`src/rtl/pc_fetch_ctrl_if.sv`:
```
// -----------------------------------------------------------------------------
// pc_fetch_ctrl_if
//
// Purpose:
//   Bundles the instruction-fetch bus between the PC/fetch sequencer, the
//   instruction ROM and the IF/ID register.
//
// Signals:
//   inst_address [31:0] - fetch address, also the PC of the delivered instruction
//   ce                  - fetch enable toward the instruction ROM
//   rfin_c              - ROM read finished, data valid in the same cycle
//   pc_valid            - instruction on the ROM output is valid for IF/ID
//   fetch_adel          - misaligned-fetch exception tag
//
// Modports:
//   master - the fetch sequencer (drives address/enables, receives rfin_c)
//   slave  - the ROM / IF-ID side (receives address/enables, drives rfin_c)
// -----------------------------------------------------------------------------
interface pc_fetch_ctrl_if;
    logic [31:0] inst_address;
    logic        ce;
    logic        rfin_c;
    logic        pc_valid;
    logic        fetch_adel;

    modport master (
        output inst_address,
        output ce,
        output pc_valid,
        output fetch_adel,
        input  rfin_c
    );

    modport slave (
        input  inst_address,
        input  ce,
        input  pc_valid,
        input  fetch_adel,
        output rfin_c
    );
endinterface

```
`src/rtl/pc_fetch_ctrl.sv`:
```
// -----------------------------------------------------------------------------
// pc_fetch_ctrl
//
// Purpose:
//   Program-counter and fetch-sequencing stage in front of the instruction
//   ROM. Owns the PC, issues fetches, waits for the ROM read-finish strobe and
//   presents a valid instruction to IF/ID. Handles hazard stalls, delay-slot
//   aware branch redirects and exception flushes.
//
// Parameters:
//   RESET_PC      - first fetch address after reset
//
// Ports:
//   clk           - single clock, all state on the rising edge
//   rst           - synchronous active-high reset
//   stall         - hazard hold; the delivered instruction is not consumed
//   branch_flag   - branch resolved in ID; current fetch is its delay slot
//   branch_target - redirect address, sampled with branch_flag
//   flush         - exception/ERET flush, highest priority
//   flush_pc      - restart address, sampled with flush
//   fbus          - fetch bus (master side): inst_address, ce, pc_valid,
//                   fetch_adel out; rfin_c in
//
// Configuration macro:
//   FETCH_ALIGN_CHECK_EN - when defined, a misaligned PC in FETCH issues no
//                          read and is delivered at once tagged fetch_adel.
//                          When undefined, fetch_adel is 0 and the low two
//                          address bits are forced to zero.
// -----------------------------------------------------------------------------
module pc_fetch_ctrl #(
    parameter logic [31:0] RESET_PC = 32'hBFC0_0000
) (
    input  logic              clk,
    input  logic              rst,
    input  logic              stall,
    input  logic              branch_flag,
    input  logic [31:0]       branch_target,
    input  logic              flush,
    input  logic [31:0]       flush_pc,
    pc_fetch_ctrl_if.master   fbus
);

    typedef enum logic [1:0] {
        ST_IDLE  = 2'd0,
        ST_FETCH = 2'd1,
        ST_HOLD  = 2'd2,
        ST_DRAIN = 2'd3
    } state_e;

    // Sequential successor of a PC; wraps naturally modulo 2^32.
    function automatic logic [31:0] seq_next(input logic [31:0] pc);
        return pc + 32'd4;
    endfunction

    state_e      state_q,      state_d;
    logic [31:0] pc_q,         pc_d;
    logic        redir_pend_q, redir_pend_d;
    logic [31:0] redir_pc_q,   redir_pc_d;

    logic        misalign_s;    // current PC is not word aligned (check build only)
    logic        present_s;     // an instruction is on offer to IF/ID this cycle
    logic        deliver_s;     // offered instruction is consumed this cycle
    logic [31:0] next_pc_s;     // PC after a consumed delivery with no new branch

`ifdef FETCH_ALIGN_CHECK_EN
    // Misalignment detection on the live PC.
    always_comb begin
        misalign_s = (pc_q[1:0] != 2'b00);
    end
`else
    // Alignment checking is compiled out; the word containing the PC is fetched.
    always_comb begin
        misalign_s = 1'b0;
    end
`endif

    // Delivery qualification and the default successor PC.
    always_comb begin
        present_s = 1'b0;
        case (state_q)
            // A misaligned fetch needs no ROM response to be delivered.
            ST_FETCH: present_s = fbus.rfin_c | misalign_s;
            // The ROM keeps driving the last instruction while held.
            ST_HOLD:  present_s = 1'b1;
            ST_IDLE:  present_s = 1'b0;
            ST_DRAIN: present_s = 1'b0;
            default:  present_s = 1'b0;
        endcase

        deliver_s = present_s & ~stall;

        // A pending redirect wins over the sequential successor exactly once.
        if (redir_pend_q) begin
            next_pc_s = redir_pc_q;
        end else begin
            next_pc_s = seq_next(pc_q);
        end
    end

    // Next-state, PC and redirect-register update.
    always_comb begin
        state_d      = state_q;
        pc_d         = pc_q;
        redir_pend_d = redir_pend_q;
        redir_pc_d   = redir_pc_q;

        case (state_q)
            ST_IDLE: begin
                state_d = ST_FETCH;
                if (flush) begin
                    pc_d         = flush_pc;
                    redir_pend_d = 1'b0;
                end else begin
                    pc_d = pc_q;
                end
            end

            ST_FETCH, ST_HOLD: begin
                if (flush) begin
                    redir_pend_d = 1'b0;
                    if (present_s) begin
                        // Nothing outstanding at the ROM: restart immediately.
                        pc_d    = flush_pc;
                        state_d = ST_FETCH;
                    end else begin
                        // A read is in flight; let it retire before refetching.
                        redir_pc_d = flush_pc;
                        state_d    = ST_DRAIN;
                    end
                end else if (deliver_s) begin
                    state_d = ST_FETCH;
                    if (redir_pend_q) begin
                        pc_d         = next_pc_s;
                        redir_pend_d = 1'b0;
                    end else if (branch_flag) begin
                        // The delay slot is the instruction consumed right now,
                        // so jump straight to the target without parking it.
                        pc_d = branch_target;
                    end else begin
                        pc_d = next_pc_s;
                    end
                end else begin
                    if (present_s) begin
                        state_d = ST_HOLD;
                    end else begin
                        state_d = state_q;
                    end
                    // Park the target until the delay slot is consumed; a
                    // second branch before that is an illegal delay-slot branch.
                    if (branch_flag && !redir_pend_q) begin
                        redir_pend_d = 1'b1;
                        redir_pc_d   = branch_target;
                    end else begin
                        redir_pend_d = redir_pend_q;
                    end
                end
            end

            ST_DRAIN: begin
                // A repeat flush only retargets; the newest target always wins.
                if (flush) begin
                    redir_pc_d = flush_pc;
                end else begin
                    redir_pc_d = redir_pc_q;
                end
                if (fbus.rfin_c) begin
                    state_d = ST_FETCH;
                    if (flush) begin
                        pc_d = flush_pc;
                    end else begin
                        pc_d = redir_pc_q;
                    end
                end else begin
                    state_d = ST_DRAIN;
                end
            end

            default: begin
                state_d      = ST_IDLE;
                pc_d         = RESET_PC;
                redir_pend_d = 1'b0;
                redir_pc_d   = 32'h0000_0000;
            end
        endcase
    end

    // State, PC and redirect registers with synchronous reset.
    always_ff @(posedge clk) begin
        if (rst) begin
            state_q      <= ST_IDLE;
            pc_q         <= RESET_PC;
            redir_pend_q <= 1'b0;
            redir_pc_q   <= 32'h0000_0000;
        end else begin
            state_q      <= state_d;
            pc_q         <= pc_d;
            redir_pend_q <= redir_pend_d;
            redir_pc_q   <= redir_pc_d;
        end
    end

    // Fetch-bus outputs; pc_valid follows rfin_c with no added latency.
    always_comb begin
        case (state_q)
            ST_IDLE:  fbus.ce = 1'b0;
            ST_FETCH: fbus.ce = ~misalign_s;
            ST_HOLD:  fbus.ce = ~misalign_s;
            ST_DRAIN: fbus.ce = 1'b1;
            default:  fbus.ce = 1'b0;
        endcase

        // A flush cycle never hands an instruction to IF/ID.
        fbus.pc_valid = present_s & ~flush;

`ifdef FETCH_ALIGN_CHECK_EN
        fbus.fetch_adel   = present_s & ~flush & misalign_s;
        fbus.inst_address = pc_q;
`else
        fbus.fetch_adel   = 1'b0;
        fbus.inst_address = {pc_q[31:2], 2'b00};
`endif
    end

endmodule

```
`src/flat_wrapper.sv`:
```
// flat-port wrapper written by rule: the top's interface ports become plain ports
module pc_fetch_ctrl_flat 
#(
    parameter logic [31:0] RESET_PC = 32'hBFC0_0000
)
  (clk, rst, stall, branch_flag, branch_target, flush, flush_pc, fbus_inst_address, fbus_ce, fbus_pc_valid, fbus_fetch_adel, fbus_rfin_c);
  pc_fetch_ctrl_if fbus_i ();
  input  logic clk;
  input  logic rst;
  input  logic stall;
  input  logic branch_flag;
  input  logic [31:0] branch_target;
  input  logic flush;
  input  logic [31:0] flush_pc;
  output wire logic [$bits(fbus_i.inst_address)-1:0] fbus_inst_address;
  output wire logic [$bits(fbus_i.ce)-1:0] fbus_ce;
  output wire logic [$bits(fbus_i.pc_valid)-1:0] fbus_pc_valid;
  output wire logic [$bits(fbus_i.fetch_adel)-1:0] fbus_fetch_adel;
  input wire logic [$bits(fbus_i.rfin_c)-1:0] fbus_rfin_c;
  assign fbus_inst_address = fbus_i.inst_address;
  assign fbus_ce = fbus_i.ce;
  assign fbus_pc_valid = fbus_i.pc_valid;
  assign fbus_fetch_adel = fbus_i.fetch_adel;
  assign fbus_i.rfin_c = fbus_rfin_c;
  pc_fetch_ctrl #(.RESET_PC(RESET_PC)) u_core (.clk(clk), .rst(rst), .stall(stall), .branch_flag(branch_flag), .branch_target(branch_target), .flush(flush), .flush_pc(flush_pc), .fbus(fbus_i));
endmodule
```
`config.mk`:
```
export PLATFORM = sky130hd
export DESIGN_NAME = pc_fetch_ctrl_flat
export DESIGN_NICKNAME = d
export VERILOG_FILES = /design/src/rtl/pc_fetch_ctrl_if.sv /design/src/rtl/pc_fetch_ctrl.sv /design/src/flat_wrapper.sv
export SDC_FILE = /design/constraint.sdc
export NUM_CORES = 1
export LEC_CHECK = 0
export BUFFER_PORTS_ARGS = -buffer_cell sky130_fd_sc_hd__buf_2
export CAP_MARGIN = 40
export CELL_PAD_IN_SITES_DETAIL_PLACEMENT = 1
export CELL_PAD_IN_SITES_GLOBAL_PLACEMENT = 2
export CORE_MARGIN = 1.5
export CORE_UTILIZATION = 28
export CTS_CLUSTER_SIZE = 30
export DETAILED_ROUTE_END_ITERATION = 6
export PLACE_DENSITY_LB_ADDON = 0.1
export SLEW_MARGIN = 40
export SYNTH_ARGS = -nofsm -noshare
export SYNTH_HDL_FRONTEND = slang
export SYNTH_SLANG_ARGS = --single-unit
```
`constraint.sdc`:
```
create_clock -name clk -period 2.2 [get_ports clk]
set_clock_uncertainty 0.15 [all_clocks]
set_input_delay 0.33 -clock clk [delete_from_list [all_inputs] [get_ports clk]]
set_output_delay 0.33 -clock clk [all_outputs]
set_load 0.02 [all_outputs]
```
After elaboration in Yosys (flattened, before gate mapping)
Index checks and enable logic that the tools add are counted.
Storage, ports and cells
  logic and storage cells: 60
  RAM bits: 0
  bits in latches: 0
  register bits after elaboration: 67
  input port bits: 70
  memory bits (read-only): 0
  memories kept: 0
Operators by class
  reductions and logical operators: 11
  equal/unequal tests: 12
  multiply operators: 0
  shift operators: 0
  add/sub/neg operators: 1
  mux-type cells: 28
  div/mod/pow operators: 0
  magnitude comparators: 0
  bitwise operators: 4
Operator list (count)
  $mux W32: 13
  $pmux W32 S3: 1
  $pmux W32 S2: 1
  $add A32 B3 Y32 const B: 1
  $mux W2: 5
  $ne A3 B2 Y1 const B: 3
  $ne A4 B2 Y1 const B: 2
  $reduce_and A4 Y1: 2
  $ne A3 B3 Y1 const B: 2
  $pmux W2 S3: 1
  $eq A2 B2 Y1 const B: 2
  $mux W1: 4
  $ne A2 B2 Y1 const B: 2
  $pmux W1 S2: 2
  $reduce_bool A2 Y1: 2
  $reduce_or A2 Y1: 2
  $pmux W1 S3: 1
  $reduce_and A3 Y1: 1
  $reduce_or A3 Y1: 1
  $and A1 B1 Y1: 2
  $eq A2 B1 Y1 const B: 1
  $logic_not A2 Y1: 1
  $not A1 Y1: 2
  $logic_and A1 B1 Y1: 1
  $logic_not A1 Y1: 1

Depth between registers and ports, before layout
  depth in word-level cells: 7
  mapped depth: 10
  mapped depth without buffers: 8

Worst setup path after synthesis
OpenSTA, ideal clock, no wires.
  path type: register to register
  start point: register u_core.state_q[0]
  end point: register u_core.pc_q[10]
  setup time: 0.114 ns
  data required time: 1.936 ns
  stages on the path, launching flop included: 11
  arrival time: 2.063 ns
  path slack: -0.127 ns
  path buffers: 2
  clock period less this slack: 2.327 ns
  cell sequence: dfxtp_1 -> inv_1 -> ha_1 -> buf_2 -> a21o_1 -> and2_1 -> buf_2 -> a221o_1 -> a211oi_1 -> a221oi_1 -> a21o_1
On the way
  longest elaborated chain between the ends: 6
Ends and longest elaborated chain
  from (decl): line pc_fetch_ctrl.sv:55  | state_e state_q, state_d;
  from (signal assigned): line pc_fetch_ctrl.sv:195  | state_q <= state_d;
  $eq A2 B2 Y1 / $logic_not A2 Y1 (equally long branches): line pc_fetch_ctrl.sv:80, pc_fetch_ctrl.sv:107
  $reduce_or A2 Y1 (no source line)
  $pmux W1 S3: line pc_fetch_ctrl.sv:80  | case (state_q)
  $and A1 B1 Y1: line pc_fetch_ctrl.sv:90  | deliver_s = present_s & ~stall;
  $ne A3 B2 Y1 (no source line)
  $reduce_and A4 Y1 (no source line)
  to (signal assigned): line pc_fetch_ctrl.sv:196  | pc_q <= pc_d;
  to (decl): line pc_fetch_ctrl.sv:56  | logic [31:0] pc_q, pc_d;
Several ways; a longest one is shown, not always the timed one.
A chain may end at the register's enable or synchronous reset.

Final worst setup path
  start point: register u_core.state_q[1]
  end point: register u_core.pc_q[8]
The elaborated chain is that of the path after synthesis.

==> results.md <==
- Antenna Cells: 0
- Hold Vio Cnt, Final: 0
- Global placer's final weighted congestion: 0.861
- CTS tree: built
- Worst r2r path cells: 8
- Post-Synth XOR/XNOR Area: 3.80%
- Crit-path max FO: 6
- Arrival @ worst endpoint: 2.30 ns
- Clock transition at the registers of the reported paths: roughly 0.060 ns
- Ports: ~110
- Final min period: ~2.2 ns
- Simple-Gate Fraction of Synth Area: 20.6%
- Failing checks: negative setup slack
- 1st-pass router iterations: 4
- Most frequent cells in the layout: buf_4, buf_2, dfxtp_1
- CP max-delay cell: a221o_2
- Hold_sp: flush_pc[6]
- Placed cells: slightly below 1k
- Async SR Flop Fraction: 0%
- Critical Path Start Type: register
- Fin nets: 868
- Clock power share: about 16%
- Most used cell, CP: buf_6
- Pint: 5.40 mW
- Largest net degree at the start of global routing: 55
- Clock Sinks: 63
- GR Overflow Total: 0
- YS warnings: 0
- Worst path max stage delay: 0.48 ns
- Most common cell after layout, fill and taps aside: buf_4
- RSZ-0062 raised after global routing: yes
- Slew Viols, Final: 0
- CTS Buf Count: 9
- Final setup violation count: 1
- Worst Hold Class: in -> reg
- Hold WS: 0.139 ns
- Vias/cell: 5.70
- Capturing point of the worst reg2reg path: u_core.pc_q[8]$_SDFFE_PP0P_
- WS Path Type: reg -> reg
- DRC errors left: 0
- Largest family of logic cells by synthesized area: compound AO/OA/AOI/OAI gates
- Layout cells sized above 1: 37.8%
- Tcrit/Tclk final: 100%
- Fmax: 453 MHz
- CP endpoint kind: register
- First-pass GRT wire length: 34,700 um
- Mean Syn Cell Area: 7.42 um2
- Final wirelength: 22,800 um
- Initial drt markers: between 300 and 400
- Reg power frac: 21.1%
- Part of the power in combinational logic: a little over three fifths
- Flops & latches, synth: 63
- Setup crit start: u_core.state_q[1]$_SDFFE_PP0P_
- Post-route ant nets: 0
- CTS Hold Bufs: 0
- Worst-case clock buffer depth: 2
- Primary FF master, synth: dfxtp_1
- Distinct cells, synth: 66
- Peak VDD IR: 0.650 mV
- Number of global-route vias before repair: 6,100
- CORE AREA: 16,000 um2
- Max-cap viol count: 0
- Pleak: between 2 and 3 nW
- Std-Cell Rows: 46
- Post-DP HPWL: 16,600 um
- Outcome: complete, but fails checks
- Internal reg-to-reg setup slack: -0.007 ns
- Net switching power figure: 4.53 mW
- Finished Layout Cells: 1,013
- Root buffer cell: clkbuf_16
- Area growth syn-to-layout: 48.3%
- Initial antenna violation count: 0
- Switching Share: 45.6%
- Initial Util: 28.8%
- Die ar.: 17,200 um2
- Origin of the critical flop-to-flop path: u_core.state_q[1]$_SDFFE_PP0P_
- Post-Syn Area: 4610 um2
- PwrDens: about 1500 nW/um2
- Setup slack after layout: -0.00681 ns
- Post-synthesis mux area share: 0.950%
- Port bufs: between 90 and 100
- Htree depth: 3
- Worst-path cell chain: inv_4 -> ha_4 -> buf_6 -> a221o_2 -> nor2b_4 -> buf_6 -> a31o_1 -> a22o_1
- Hold EP: u_core.pc_q[6]$_SDFFE_PP0P_
- Required time of the critical path: 2.29 ns
- Hold path depth: 3
- Die X: between 100 and 150 um
- Die height: ~130 um
- Vias post-DR: 5,777
- Compound-Gate Fraction of Synth Area: 38.3%
- Sequential-to-total area share from yosys stat: a little over a quarter
- Post-synthesis adder-cell area fraction: 1.36%
- Tot GR Track Use: 26.0%
- Skew-Pair Late Insertion Delay: 0.35 ns
- DR WL/cell: between 20 and 25 um
- Cells after synthesis: 621
- EDFF count, synth: 0
## flip-flops by register name (all words and copies together), names as in the netlist
| register | cells |
|---|---|
| u_core.redir_pc_q | 30 |
| u_core.pc_q | 30 |
| u_core.state_q | 2 |
| u_core.redir_pend_q | 1 |
## stage by stage
step	power, mW	setup slack (ns)	util, %	setup TNS (ns)	area, um2
floorplan	4.95	0.0497	-	0	4650
global placement	7.28	-0.104	37.7	-0.211	6020
detailed placement	7.43	-0.184	37.7	-1.20	6020
CTS	9.16	-0.0548	40.0	-0.338	6400
global route	10.5	-0.0541	42.7	-0.334	6840
finish	9.93	-0.00681	42.7	-0.00681	6840
## layout make-up
| type | instances | area, um2 |
|---|---|---|
| Clock inverter | 4 | 70.1 |
| Multi-Input combinational cell | 483 | 3380 |
| Tap cell | 216 | 270 |
| Inverter | 18 | 72.6 |
| Fill cell | 1980 | 9160 |
| Timing Repair Buffer | 218 | 1530 |
| Clock buffer | 11 | 243 |
| Sequential cell | 63 | 1270 |
## cells in the mapped netlist (11+ instances only)
| library cell | number | area, um2 |
|---|---|---|
| nand4_1 | 11 | 68.8 |
| a221oi_1 | 15 | 131 |
| a211oi_1 | 33 | 248 |
| clkbuf_1 | 29 | 109 |
| dfxtp_1 | 63 | 1260 |
| a22oi_1 | 11 | 82.6 |
| nand3_1 | 18 | 90.1 |
| o22ai_1 | 29 | 181 |
| nor2_1 | 53 | 199 |
| a21oi_1 | 58 | 290 |
| xnor2_1 | 13 | 114 |
| inv_1 | 17 | 63.8 |
| nor2b_1 | 12 | 75.1 |
| buf_2 | 17 | 85.1 |
| a22o_1 | 12 | 105 |
| nand2_1 | 56 | 210 |
| o21ai_0 | 32 | 160 |
## power by group through the flow
stage | logic (mW) | registers (mW) | clock network [mW]
after global placement | 5.24 | 2.05 | 0
after floorplan | 2.63 | 2.32 | 0
after detailed placement | 5.36 | 2.07 | 0
after CTS | 5.50 | 2.06 | 1.61
final | 6.25 | 2.10 | 1.58
after global routing | 6.70 | 2.14 | 1.66
## routing by layer
layer | wire length [um] | GRT usage [%]
met4 | 687 | 10.4
met3 | 846 | 3.24
met2 | 10800 | 44.5
met5 | 0 | 0
met1 | 10500 | 33.1
## worst max-delay path, delay by kind of cell (launching register included)
| family | cells | cell delay, ns |
|---|---|---|
| flip-flops | 1 | 0.36 |
| buffers and inverters | 3 | 0.32 |
| AND/OR/NAND/NOR | 1 | 0.18 |
| AO/OA/AOI/OAI | 3 | 0.83 |
| adder cells (fa/ha/maj) | 1 | 0.26 |
## logic make-up after synthesis
family | count (synthesis)
compound gates | 258
simple gates | 193
buf+inv | 77
flops | 63
xor+xnor | 20
fa+ha+maj | 5
mux | 4
other cells | 1
## worst max path at each step
stage	end	depth (start not counted)
3_5_place_dp	u_core.pc_q[8]$_SDFFE_PP0P_	8
3_3_place_gp	u_core.pc_q[8]$_SDFFE_PP0P_	8
2_1_floorplan	u_core.pc_q[10]$_SDFFE_PP0P_	10
4_1_cts	u_core.pc_q[30]$_SDFFE_PP0P_	8
5_1_grt	u_core.pc_q[25]$_SDFFE_PP1P_	9
6_report	u_core.pc_q[8]$_SDFFE_PP0P_	8
## timing repair
action                                  4_1_cts  5_1_grt
resized for setup                            15       67
pin swaps                                     4       16
endpoints found under the setup margin       31       57
setup buffers                                 0       11
gates cloned                                  0        2
(Power assumes the default switching activity.)
